==> src/rtl/logic_pipe.sv <==
// Pipelined WIDTH-bit bitwise logic unit with zero/negative/all-ones/error flags.
// Valid/ready on both sides; empty stages always accept, so bubbles collapse.
module logic_pipe #(
  parameter int WIDTH  = 16,
  parameter int STAGES = 2
) (
  input  logic                         clk,
  input  logic                         rst_n,
  input  logic                         in_valid,
  output logic                         in_ready,
  input  logic [WIDTH-1:0]             a,
  input  logic [WIDTH-1:0]             b,
  input  logic [2:0]                   op,
  output logic                         out_valid,
  input  logic                         out_ready,
  output logic [WIDTH-1:0]             out,
  output logic                         zr,
  output logic                         ng,
  output logic                         all1,
  output logic                         err,
  output logic [$clog2(STAGES+1)-1:0]  occupancy
);

  localparam int OCC_W = $clog2(STAGES + 1);

  // Handshake: a side transfers on a rising edge where its valid and ready are
  // both 1; in_ready depends only on stage state and out_ready, never in_valid.

  typedef struct packed {
    logic [WIDTH-1:0] res;
    logic             zr;
    logic             ng;
    logic             all1;
    logic             err;
  } bundle_t;

  logic [WIDTH-1:0] w_res;
  bundle_t          w_in_bundle;
  logic [STAGES-1:0] w_adv;
  logic [OCC_W-1:0] w_occ;

  logic [STAGES-1:0] r_v;
  bundle_t           r_bundle [STAGES];

  always_comb begin
    w_res = '0;
    case (op)
      3'b000:  w_res = a & b;
      3'b001:  w_res = a | b;
      3'b010:  w_res = a ^ b;
      3'b011:  w_res = ~(a & b);
      3'b100:  w_res = ~(a | b);
      3'b101:  w_res = ~(a ^ b);
      3'b110:  w_res = ~a;
      default: w_res = '0;
    endcase
  end

  always_comb begin
    w_in_bundle      = '0;
    w_in_bundle.res  = w_res;
    w_in_bundle.zr   = (w_res == '0);
    w_in_bundle.ng   = w_res[WIDTH-1];
    w_in_bundle.all1 = &w_res;
    w_in_bundle.err  = (op == 3'b111);
  end

  // Stage i moves iff the consumer takes the output or some stage at or after i is empty.
  always_comb begin
    logic v_tmp;
    w_adv = '0;
    for (int i = 0; i < STAGES; i++) begin
      v_tmp = out_ready;
      for (int j = i; j < STAGES; j++) begin
        if (!r_v[j]) v_tmp = 1'b1;
      end
      w_adv[i] = v_tmp;
    end
  end

  always_ff @(posedge clk or negedge rst_n) begin
    if (!rst_n) begin
      r_v[0]      <= 1'b0;
      r_bundle[0] <= '0;
    end else if (w_adv[0]) begin
      r_v[0] <= in_valid;
      if (in_valid) r_bundle[0] <= w_in_bundle;
    end
  end

  // Bundles only load behind a valid item so idle output data stays stable.
  for (genvar g = 1; g < STAGES; g++) begin : g_stage
    always_ff @(posedge clk or negedge rst_n) begin
      if (!rst_n) begin
        r_v[g]      <= 1'b0;
        r_bundle[g] <= '0;
      end else if (w_adv[g]) begin
        r_v[g] <= r_v[g-1];
        if (r_v[g-1]) r_bundle[g] <= r_bundle[g-1];
      end
    end
  end

  always_comb begin
    w_occ = '0;
    for (int i = 0; i < STAGES; i++) begin
      w_occ = w_occ + OCC_W'(r_v[i]);
    end
  end

  assign in_ready  = w_adv[0];
  assign out_valid = r_v[STAGES-1];
  assign out       = r_bundle[STAGES-1].res;
  assign zr        = r_bundle[STAGES-1].zr;
  assign ng        = r_bundle[STAGES-1].ng;
  assign all1      = r_bundle[STAGES-1].all1;
  assign err       = r_bundle[STAGES-1].err;
  assign occupancy = w_occ;

endmodule

==> config.mk <==
export PLATFORM = sky130hd
export DESIGN_NAME = logic_pipe
export DESIGN_NICKNAME = d
export VERILOG_FILES = /design/src/rtl/logic_pipe.sv
export SDC_FILE = /design/constraint.sdc
export NUM_CORES = 1
export LEC_CHECK = 0
export BUFFER_PORTS_ARGS = -buffer_cell sky130_fd_sc_hd__buf_2
export CAP_MARGIN = 5
export CORE_UTILIZATION = 60
export DETAILED_ROUTE_END_ITERATION = 12
export PLACE_DENSITY_LB_ADDON = 0.3
export SLEW_MARGIN = 25
export SYNTH_ARGS = -nofsm -noshare
export SYNTH_HDL_FRONTEND = slang
export SYNTH_SLANG_ARGS = --single-unit
==> constraint.sdc <==
create_clock -name clk -period 3 [get_ports clk]
set_input_delay 0.45 -clock clk [delete_from_list [all_inputs] [get_ports clk]]
set_output_delay 0.45 -clock clk [all_outputs]
set_load 0.05 [all_outputs]
**Word-level counts from Yosys, hierarchy flattened**

Cells that the tools add are included.

- Register bits: 42
- Input bits: 39
- Output and inout port bits: 24
- Logic and storage cells: 36

- Add/sub/neg operators: 1
- Equal/unequal tests: 7
- Muxes and demuxes: 4
- Bitwise gates (word level): 7
- Reduce and logical (&&, ||, !) cells: 5

Operators by type and width:

| operator | count |
|---|---|
| 16-bit case mux with 7 select lines | 1 |
| 16-bit inverter | 4 |
| 16-bit AND | 1 |
| 16-bit logical NOT | 1 |
| 16-bit OR | 1 |
| 16-bit AND reduction | 1 |
| 16-bit XOR | 1 |
| 3-bit equality test (second input constant) | 4 |
| 3-bit by 2-bit equality test with 1-bit output (second input constant) | 2 |
| 2-bit AND reduction | 2 |
| 3-bit by 1-bit equality test with 1-bit output (second input constant) | 1 |
| 3-bit logical NOT | 1 |
| 1-bit two-way mux | 3 |
| 1-bit by 1-bit adder with 2-bit output | 1 |

**Depth between registers and ports, before layout**

Gate-level depths: netlist (run 1).

- Word-level depth: 4
- Depth in mapped cells: 9
- Gate-level depth less buffers: 8

**Worst setup path before layout (run 1)**

Ideal clock, no wire load.

- Path type: reg2reg
- Start: register r_v[1], in the netlist out_valid
- End: register r_bundle[21] in the netlist's numbering
- Setup time: 66 ps
- Data arrival time: 2347 ps
- Required time: 2934 ps
- Slack: 588 ps
- Stages on the path, launching flop included: 7
- Buffers on the path: 0
- Clock period less this slack: 2412 ps
- Cell sequence: dfrtp_1 -> nand3b_1 -> nand2_1 -> a31o_2 -> or3_1 -> nor4_1 -> a31o_1

- Word-level cells in the longest chain between the ends: 2

Ends and longest elaborated chain:

| what | line | text |
|---|---|---|
| start: declaration | 42 | `logic [STAGES-1:0] r_v;` |
| start signal: indexed assignment | 98 | `r_v[g] <= r_v[g-1];` |
| 1-bit two-way mux | 75 | `if (!r_v[j]) v_tmp = 1'b1;` |
| named net in_ready | 10 | `output logic in_ready,` |
| 2-bit AND reduction (no source line) | n/a |  |
| end: declaration | 43 | `bundle_t r_bundle [STAGES];` |

The timed path passes the listed nets, and every way through them passes these cells.
A chain may end at the register's enable or synchronous reset.

**Worst setup path after layout (run 1)**

- Start: input op[1]
- End: register r_bundle[21] in the netlist's numbering

- Word-level cells in the longest chain between the ends: 3
- Elaborated cells on any way between the ends: 9
- Classes of those cells: eq/ne: 6; mux: 1; reduce/logical: 2

Ends and longest elaborated chain:

| what | line | text |
|---|---|---|
| start: declaration | 13 | `input logic [2:0] op,` |
| 3-bit equality test, or another cell as far along | 47 | `case (op)` |
| 16-bit case mux with 7 select lines (*) | 47 |  |
| 16-bit AND reduction (*) | 64 | `w_in_bundle.all1 = &w_res;` |

Every way passes the cells marked *; elsewhere a longest branch is shown, timed or not.

==> results.md, run 1 <==
- Final setup violation count: 0
- Die ar.: 0.00589 mm²
- Crit end category: register
- Number of antenna violations at the first check in global routing: 0
- Final core utilization: 0.690
- Drt first pass iters: 4
- Core Rows: 26
- Yosys reg bits: 40
- CTS max path bufs: 2
- CTS sink cnt: 40
- Top cell type by total area after synthesis: dfrtp_1
- Setup WS post-layout: 0.651 ns
- DP Worst Slack: 0.384 ns
- Initial DRC Count: 158
- First-pass GRT wire length: 12100 µm
- Clock transition at the registers of the reported paths: 0.07 ns
- CTS hold repair buffers: 0
- Largest cells by area after synthesis: dfrtp_1 30%, ha_1 12%, mux2_2 7.7%, buf_4 4.9%, nand2b_1 4.5%
- Synth top area share: 0.299
- Share of cells above drive strength 1: 0.260
- Post-synthesis xor/xnor area fraction: 0
- Clk_lat worst skew: 0.29 ns
- Critical path type: input port to register
- Max-Cap Viols: 0
- Routed len/inst: 14.5 µm
- Die Y: 76.7 µm
- Mux share of post-synthesis cell area: 0.0907
- Final Max Slew Viols: 0
- Slew headroom: 0.454
- Final WL: 7010 µm
- GPL Wtd Cong: 0.862
- PD cells: 490 mW/mm²
- Crit share post-route: 0.783
- Final HPWL DP: 5600 µm
- Worst-path fanout max: 37
- Tmin final: 2.35 ns
- Nets: 483
- Die width: 76.7 µm
- Worst Path Required: 3.22 ns
- Post-synthesis sequential area ratio: 0.299
- IO buf count: 62
- Fillers: 431
- DRC violations left: 0
- Simple-gate share of the synthesized area: 0.184
- All-layer global routing usage: 0.255
- CTS tree: yes
- Hold Vio Cnt, Final: 0
- Worst Clk Skew: 0.00511 ns
- Yosys warns: 0
- Cell Area, Synth: 0.00335 mm²
- RSZ-0062 raised after global routing: false
- Post-Syn Nets: 445
- DRT antenna net count: 0
- Number of setup buffers added after CTS: 0
- Main combinational cell family by area after synthesis: compound AO/OA/AOI/OAI gates
- Number of synthesized flops with an enable pin: 0
- Number of global-route vias before repair: 2579
- Largest net degree at the start of global routing: 41
- Post-Synth Adder-Cell Area: 0.123
- Post-CTS Resized: 0
- Synth cell count leaders: 40 x dfrtp_1, 33 x ha_1, 33 x inv_1
- FFs w/ async S/R, synth: 1.00
- CTS Buf Count: 5
- FMAX: 0.426 GHz
- Worst Path Arrival: 2.57 ns
- Outcome: finished, final reports clean
- Worst-margin pin slew: 0.819 ns
- N_diodes: 0
- Starting Density: 0.640
- Setup TNS: 0 ns
- CORE AREA: 0.00524 mm²
- Most frequent cell after synthesis: dfrtp_1
- Synth-to-Final Area Change: 7.84%
- Yosys cell types: 58
- LEAKAGE: 1.80 nW
- Num ports: 63
- Max H-tree Level: 2
- Cell count after synthesis: 373
- Syn Area/Cell: 8.99 µm²
- Vias: 2758
- GRT overflow: 0
- Min-delay worst type: input port to async pin
- Max rail drop VDD: 0.398 mV
- Main synth FF type: dfrtp_1
- Vias per std cell: 5.72
- Crit start category: input port
- Post-synthesis compound-gate area fraction: 0.188
- Reg2Reg Depth: 6
- CTS root buf: clkbuf_8
==> kinds of logic after synthesis <==
family          Yosys count
simple gates            115
compound gates           88
buf+inv                  70
flops                    40
fa+ha+maj                33
mux                      27
==> final timing paths <==
kind,from,endpoint,slack (ns)
max in group asynchronous,rst_n,r_bundle[37],2.23
worst min-delay path,rst_n,out[13],0.25
worst min register to register,r_bundle[28],r_bundle[28],0.48
worst max-delay path,op[1],r_bundle[21],0.65
worst max register to register,r_v[0],r_bundle[21],1.03
min in group clk,in_valid,r_v[0],0.39
==> cells in the final DEF, fill, tap and decap left out, types with 2 or more instances in the layout <==
| cell | netlist | layout |
|---|---|---|
| a211oi_1 | 5 | 5 |
| a211oi_2 | 2 | 2 |
| a21oi_1 | 18 | 18 |
| a221oi_1 | 2 | 2 |
| a22o_1 | 4 | 4 |
| a31oi_1 | 3 | 3 |
| and2_1 | 6 | 6 |
| and3_1 | 2 | 2 |
| buf_2 | 6 | 62 |
| buf_4 | 22 | 4 |
| clkbuf_1 | 2 | 2 |
| clkbuf_8 | 0 | 6 |
| dfrtp_1 | 40 | 40 |
| ha_1 | 33 | 33 |
| inv_1 | 33 | 33 |
| mux2_2 | 23 | 23 |
| mux2i_1 | 3 | 3 |
| nand2_1 | 25 | 25 |
| nand2b_1 | 24 | 24 |
| nand3_1 | 3 | 3 |
| nand3b_1 | 3 | 3 |
| nand4_1 | 2 | 2 |
| nor2_1 | 25 | 25 |
| nor2b_1 | 11 | 11 |
| nor4_1 | 4 | 4 |
| o2111ai_1 | 2 | 2 |
| o211ai_1 | 8 | 8 |
| o21ai_0 | 26 | 26 |
| o221ai_1 | 2 | 2 |
| o22ai_1 | 2 | 2 |
| or3_1 | 2 | 2 |
==> layout make-up <==
| type | count | area, µm² | area share |
|---|---|---|---|
| Clock buffer | 8 | 90.1 | 0.0249 |
| Multi-Input combinational cell | 263 | 1960 | 0.543 |
| Inverter | 35 | 131 | 0.0363 |
| Tap cell | 70 | 87.6 | 0.0242 |
| Timing Repair Buffer | 66 | 340 | 0.0942 |
| Sequential cell | 40 | 1000 | 0.277 |
==> metal layers <==
layer	GRT usage	vias up	part of all wire
met2	0.424	90	0.50
met3	0.0298	14	0.052
li1	-	1363	-
met1	0.328	1291	0.43
met4	0.119	0	0.023
met5	0	-	0
==> stage by stage <==
stage          hold WS [ns]  power, mW  cell area (µm²)  instances
2_1_floorplan         0.154       1.33             3350        373
3_3_place_gp          0.460       1.41             3520        474
3_5_place_dp          0.474       1.43             3520        474
4_1_cts               0.283       1.79             3610        482
5_1_grt               0.339       1.87             3610        482
6_report              0.253       1.77             3610        482
==> flip-flops by register name, indices dropped and copies added (netlist names) <==
name	flops
out	16
all1	1
r_bundle	19
zr	1
r_v	1
out_valid	1
err	1
==> critical path: stages <==
cell	delay, ns
buf_2	0.46
buf_4	0.33
nor2b_1	0.07
a211oi_1	0.30
a211oi_2	0.09
or3_1	0.37
nor4_1	0.27
a31o_1	0.20
==> power breakdown <==
part           internal, mW  switching, mW
sequential            0.640         0.0522
clock                 0.187          0.166
combinational         0.235          0.491
(Power assumes the default switching activity.)
==> inputs of run 2 (changes only) <==
CORE_UTILIZATION = 51   (was 60)
clock period = 2.04 ns   (was 3 ns; I/O delays follow)
==> results.md, run 2 (synthesis results as in run 1) <==
- Starting Density: 0.528 (was 0.640)
- RSZ-0062 raised after global routing: false (unchanged)
- Worst hold stages: 2
- DRC violations left: 0 (unchanged)
- Share of cells above drive strength 1: 0.340 (was 0.260)
- Largest net degree at the start of global routing: 22 (was 41)
- Register name with the most flops: r_bundle (unchanged)
- Final HPWL DP: 5840 µm (was 5600 µm)
- Num ports: 63 (unchanged)
- GRT overflow: 0 (unchanged)
- Clock transition at the registers of the reported paths: 0.07 ns (about the same)
- Max-Cap Viols: 0 (unchanged)
- Critical path type: input port to register (unchanged)
- Reg2Reg Depth: 6 (unchanged)
- Worst Clk Skew: 0.00585 ns (was 0.00511 ns)
- Final WL: 7220 µm (was 7010 µm)
- FF-to-FF End: r_bundle[21] (unchanged)
- Final Max Slew Viols: 0 (unchanged)
- CTS tree: yes (unchanged)
- Max H-tree Level: 2 (unchanged)
- Most frequent cells in the layout: 61 x buf_2, 47 x buf_4, 39 x dfrtp_1 (was 62 x buf_2, 40 x dfrtp_1, 33 x inv_1, 33 x ha_1, 26 x o21ai_0)
- Number of antenna violations at the first check in global routing: 0 (unchanged)
- Nets: 527 (was 483)
- Commonest non-fill, non-tap cell in the layout: buf_2 (unchanged)
- Final setup violation count: 0 (unchanged)
- Reg2reg setup slack: 0.20 ns (was 1.03 ns)
- Die Y: 83.1 µm (was 76.7 µm)
- Clk_lat worst skew: 0.28 ns (was 0.29 ns)
- Combinational power share: 0.438 (was 0.410)
- CORE AREA: 0.00635 mm² (was 0.00524 mm²)
- Worst Path Required: 2.24 ns (was 3.22 ns)
- CTS sink cnt: 40 (unchanged)
- Routed len/inst: 13.5 µm (was 14.5 µm)
- Sw Ratio: 0.398 (was 0.400)
- N_diodes: 0 (unchanged)
- Initial DRC Count: 110 (was 158)
- GPL Wtd Cong: 0.864 (was 0.862)
- Slew headroom: 0.641 (was 0.454)
- Fillers: 544 (was 431)
- LEAKAGE: 2.01 nW (was 1.80 nW)
- Vias per std cell: 5.49 (was 5.72)
- All-layer global routing usage: 0.221 (was 0.255)
- Core Rows: 29 (was 26)
- FF-to-FF Start: out_valid (was r_v[0])
- Placed Area: 0.00387 mm² (was 0.00352 mm²)
- Crit start category: input port (unchanged)
- CTS max path bufs: 2 (unchanged)
- FMAX: 0.516 GHz
- Max rail drop VDD: 0.722 mV (was 0.398 mV)
- Worst-margin pin slew: 0.536 ns (was 0.819 ns)
- DP Worst Slack: -0.278 ns (was 0.384 ns)
- IO buf count: 62 (unchanged)
- Reg area: 0.00100 mm² (about the same)
- Worst Hold End: r_v[0]
- Min-delay worst type: input port to register (was input port to async pin)
- Max FFs per register: 19 (unchanged)
- Synth-to-Final Area Change: 18.7% (was 7.84%)
- DRT antenna net count: 0 (unchanged)
- Vias: 2926 (was 2758)
- PD cells: 668 mW/mm² (was 490 mW/mm²)
- Worst hold start: in_valid
- Multi-input logic area: 0.00199 mm² (was 0.00196 mm²)
- CTS Buf Count: 5 (unchanged)
- First-pass GRT wire length: 12600 µm (was 12100 µm)
- Clk pwr share: 0.181 (was 0.199)
- Worst-path fanout max: 3 (was 37)
- Number of global-route vias before repair: 2810 (was 2579)
- Drt first pass iters: 4 (unchanged)
- Crit end category: register (unchanged)
- Crit share post-route: 0.950
- Hold Vio Cnt, Final: 0 (unchanged)
- NetSw: 1.06 mW (was 0.709 mW)
- Tmin final: 1.94 ns
- Int Pwr: 1.60 mW (was 1.06 mW)
- Layout Cell Area excl Fill: 0.00398 mm² (was 0.00361 mm²)
- Setup WS post-layout: 0.102 ns (was 0.651 ns)
- CTS root buf: clkbuf_8 (unchanged)
- Worst Path Arrival: 2.13 ns (was 2.57 ns)
- Seq pwr share: 0.381 (was 0.390)
- Die ar.: 0.00690 mm² (was 0.00589 mm²)
- Outcome: finished, final reports clean (unchanged)
- Die width: 83.1 µm (was 76.7 µm)
-- run 2: area by class of cell --
class / count / area share
clock buffers: 7 / 0.0192
clock inverters: 1 / 0.00126
inverters: 35 / 0.0330
multi-input cells: 263 / 0.501
flip-flops and latches: 40 / 0.252
well taps: 77 / 0.0242
repair buffers: 110 / 0.170
-- run 2: worst max-delay path by stage --
| stage | slack (ns) | depth (start not counted) | startpoint | to |
|---|---|---|---|---|
| after floorplan | -0.14 | 6 | out_valid | r_bundle[21] |
| after global placement | -0.21 | 9 | a[13] | r_bundle[23] |
| after detailed placement | -0.28 | 9 | a[13] | r_bundle[23] |
| after CTS | 0.002 | 9 | a[13] | r_bundle[23] |
| after global routing | 0.003 | 9 | a[13] | r_bundle[23] |
| final | 0.10 | 9 | a[13] | r_bundle[23] |
-- run 2: routing by layer --
layer	GRT usage	wire [µm]	up-vias
met5	0	0	-
met4	0.0878	114	0
met3	0.0288	386	9
met2	0.373	3420	92
met1	0.286	3300	1374
li1	-	-	1451
-- run 2: per-stage QoR --
step	util	setup TNS (ns)	hold WS, ns	cells	total power [mW]
6_report	0.627	0	0.258	533	2.66
4_1_cts	0.624	0	0.252	533	2.68
3_5_place_dp	0.609	-0.515	0.269	524	2.19
5_1_grt	0.627	0	0.243	533	2.83
2_1_floorplan	-	-0.160	0.0104	373	1.97
3_3_place_gp	0.609	-0.344	0.269	524	2.16
-- run 2: critical path: stages --
cell and delay, ns:
buf_2 0.09, inv_1 0.04, ha_1 0.31, o21ai_0 0.19, o22ai_1 0.14, a211oi_2 0.34
nand4bb_1 0.13, or4_1 0.42, o31ai_2 0.18
-- run 2: power by group through the flow --
stage | logic [mW] | clock network (mW) | registers (mW)
5_1_grt | 1.25 | 0.545 | 1.03
2_1_floorplan | 0.913 | 0 | 1.05
3_5_place_dp | 1.16 | 0 | 1.03
4_1_cts | 1.16 | 0.499 | 1.02
3_3_place_gp | 1.13 | 0 | 1.02
6_report | 1.16 | 0.482 | 1.01
-- run 2: what timing repair did --
item	CTS	global route
setup buffers	0	0
gates resized for setup	0	5
hold endpoints to repair	19	0
hold buffers	1	0
setup endpoints to repair	0	2
==> inputs of run 3 (changes only) <==
CORE_MARGIN = 2   (was not set)
==> results.md, run 3 (synthesis results as in run 1) <==
- Worst Clk Skew: 0.00951 ns (was 0.00585 ns)
- Largest net degree at the start of global routing: 37 (was 22)
- First-pass GRT wire length: 12700 µm (was 12600 µm)
- Commonest non-fill, non-tap cell in the layout: buf_2 (unchanged)
- Critical path type: input port to register (unchanged)
- Number of global-route vias before repair: 2800 (was 2810)
- Tmin final: 1.95 ns (was 1.94 ns)
- FMAX: 0.513 GHz (was 0.516 GHz)
- Number of antenna violations at the first check in global routing: 0 (unchanged)
- N_diodes: 0 (unchanged)
- Clk_lat worst skew: 0.29 ns (was 0.28 ns)
- Most frequent cells in the layout: 61 x buf_2, 49 x buf_4, 39 x dfrtp_1 (was 61 x buf_2, 47 x buf_4, 39 x dfrtp_1)
- Worst-path fanout max: 3 (unchanged)
- Final Max Slew Viols: 0 (unchanged)
- CTS root buf: clkbuf_8 (unchanged)
- Initial DRC Count: 128 (was 110)
- DRC violations left: 0 (unchanged)
- Num ports: 63 (unchanged)
- Layout Cell Area excl Fill: 0.00401 mm² (was 0.00398 mm²)
- Register name with the most flops: r_bundle (unchanged)
- IO buf count: 62 (unchanged)
- Starting Density: 0.528 (unchanged)
- Crit end category: register (unchanged)
- Worst-margin pin slew: 0.567 ns (was 0.536 ns)
- Outcome: finished, final reports clean (unchanged)
- DRT antenna net count: 0 (unchanged)
- Final setup violation count: 0 (unchanged)
- Clock transition at the registers of the reported paths: 0.07 ns (about the same)
- Crit start category: input port (unchanged)
- Drt first pass iters: 4 (unchanged)
- Max FFs per register: 19 (unchanged)
- Synth-to-Final Area Change: 19.6% (was 18.7%)
- Share of cells above drive strength 1: 0.343 (was 0.340)
- Routed len/inst: 13.9 µm (was 13.5 µm)
- Max-Cap Viols: 0 (unchanged)
- Final HPWL DP: 6050 µm (was 5840 µm)
- Worst Path Arrival: 2.18 ns (was 2.13 ns)
- LEAKAGE: 2.02 nW (was 2.01 nW)
- Worst Path Required: 2.27 ns (was 2.24 ns)
- Max rail drop VDD: 0.680 mV (was 0.722 mV)
- Hold Vio Cnt, Final: 0 (unchanged)
- CTS sink cnt: 40 (unchanged)
- Die Y: 85.1 µm (was 83.1 µm)
- Die width: 85.1 µm (was 83.1 µm)
- GPL Wtd Cong: 0.855 (was 0.864)
- Post-layout power: 2.67 mW (was 2.66 mW)
- Core Rows: 29 (unchanged)
- GRT overflow: 0 (unchanged)
- Vias per std cell: 5.52 (was 5.49)
- Fin Hold WS: 0.264 ns (was 0.258 ns)
- Max H-tree Level: 2 (unchanged)
- Vias: 2953 (was 2926)
- PD cells: 666 mW/mm² (was 668 mW/mm²)
- CTS max path bufs: 2 (unchanged)
- Placed Area: 0.00389 mm² (was 0.00387 mm²)
- CTS Buf Count: 5 (unchanged)
- All-layer global routing usage: 0.213 (was 0.221)
- CTS tree: yes (unchanged)
- Die ar.: 0.00724 mm² (was 0.00690 mm²)
- Min-delay worst type: input port to register (unchanged)
- Slew headroom: 0.622 (was 0.641)
- CORE AREA: 0.00635 mm² (unchanged)
- Crit share post-route: 0.955 (was 0.950)
- Final WL: 7440 µm (was 7220 µm)
- Nets: 529 (was 527)
==> run 3: repair_timing <==
action                                 in CTS  in global routing
hold buffers                                1                  0
setup buffers                               0                  1
resized for setup                           1                  4
setup endpoints to repair                   1                  2
endpoints found under the hold margin       4                  0
==> run 3: through the flow <==
stage               std cells  utilization  setup TNS [ns]  setup slack (ns)
floorplan                 373            -          -0.160            -0.142
global placement          525        0.612          -0.425            -0.218
detailed placement        525        0.612          -0.576            -0.324
CTS                       534        0.627               0           0.00429
global route              535        0.631         -0.0245           -0.0245
finish                    535        0.631               0            0.0924
==> run 3: worst paths after layout <==
check / slack [ns] / startpoint / cells after the start / to
worst max register to register: 0.25 / out_valid / 6 / r_bundle[21]
worst min register to register: 0.48 / r_bundle[35] / 2 / r_bundle[35]
worst min-delay path: 0.26 / in_valid / 2 / r_v[0]
worst max-delay path: 0.09 / a[13] / 9 / r_bundle[21]
max in group asynchronous: 1.02 / rst_n / 3 / out_valid
min in group asynchronous: 0.36 / rst_n / 2 / out[10]
==> run 3: worst max-delay path, cell delays in order <==
cell,delay [ns]
buf_2,0.09
inv_1,0.04
ha_1,0.30
and3_1,0.15
a2111oi_1,0.42
a211oi_2,0.10
or3b_1,0.40
nor4_2,0.19
a31o_1,0.18
==> run 3: layout make-up <==
class                   instances  area [µm²]
clock inverters                 1        5.00
multi-input cells             263        1990
inverters                      35         131
fillers                       549        2340
clock buffers                   7        76.3
repair buffers                112         703
well taps                      77        96.3
flip-flops and latches         40        1000
==> run 3: metal layers <==
metal	vias to the layer above	global-route usage	wire length [µm]
met5	-	0	0
met4	0	0.0606	104
met3	10	0.0282	295
met2	76	0.347	3530
met1	1403	0.297	3510
li1	1464	-	-
==> run 3: report_power, final <==
group	leakage (nW)	switching [mW]	total (mW)	internal, mW
registers	0.506	0.0771	1.02	0.941
logic	1.47	0.744	1.17	0.423
clock network	0.0422	0.244	0.483	0.240
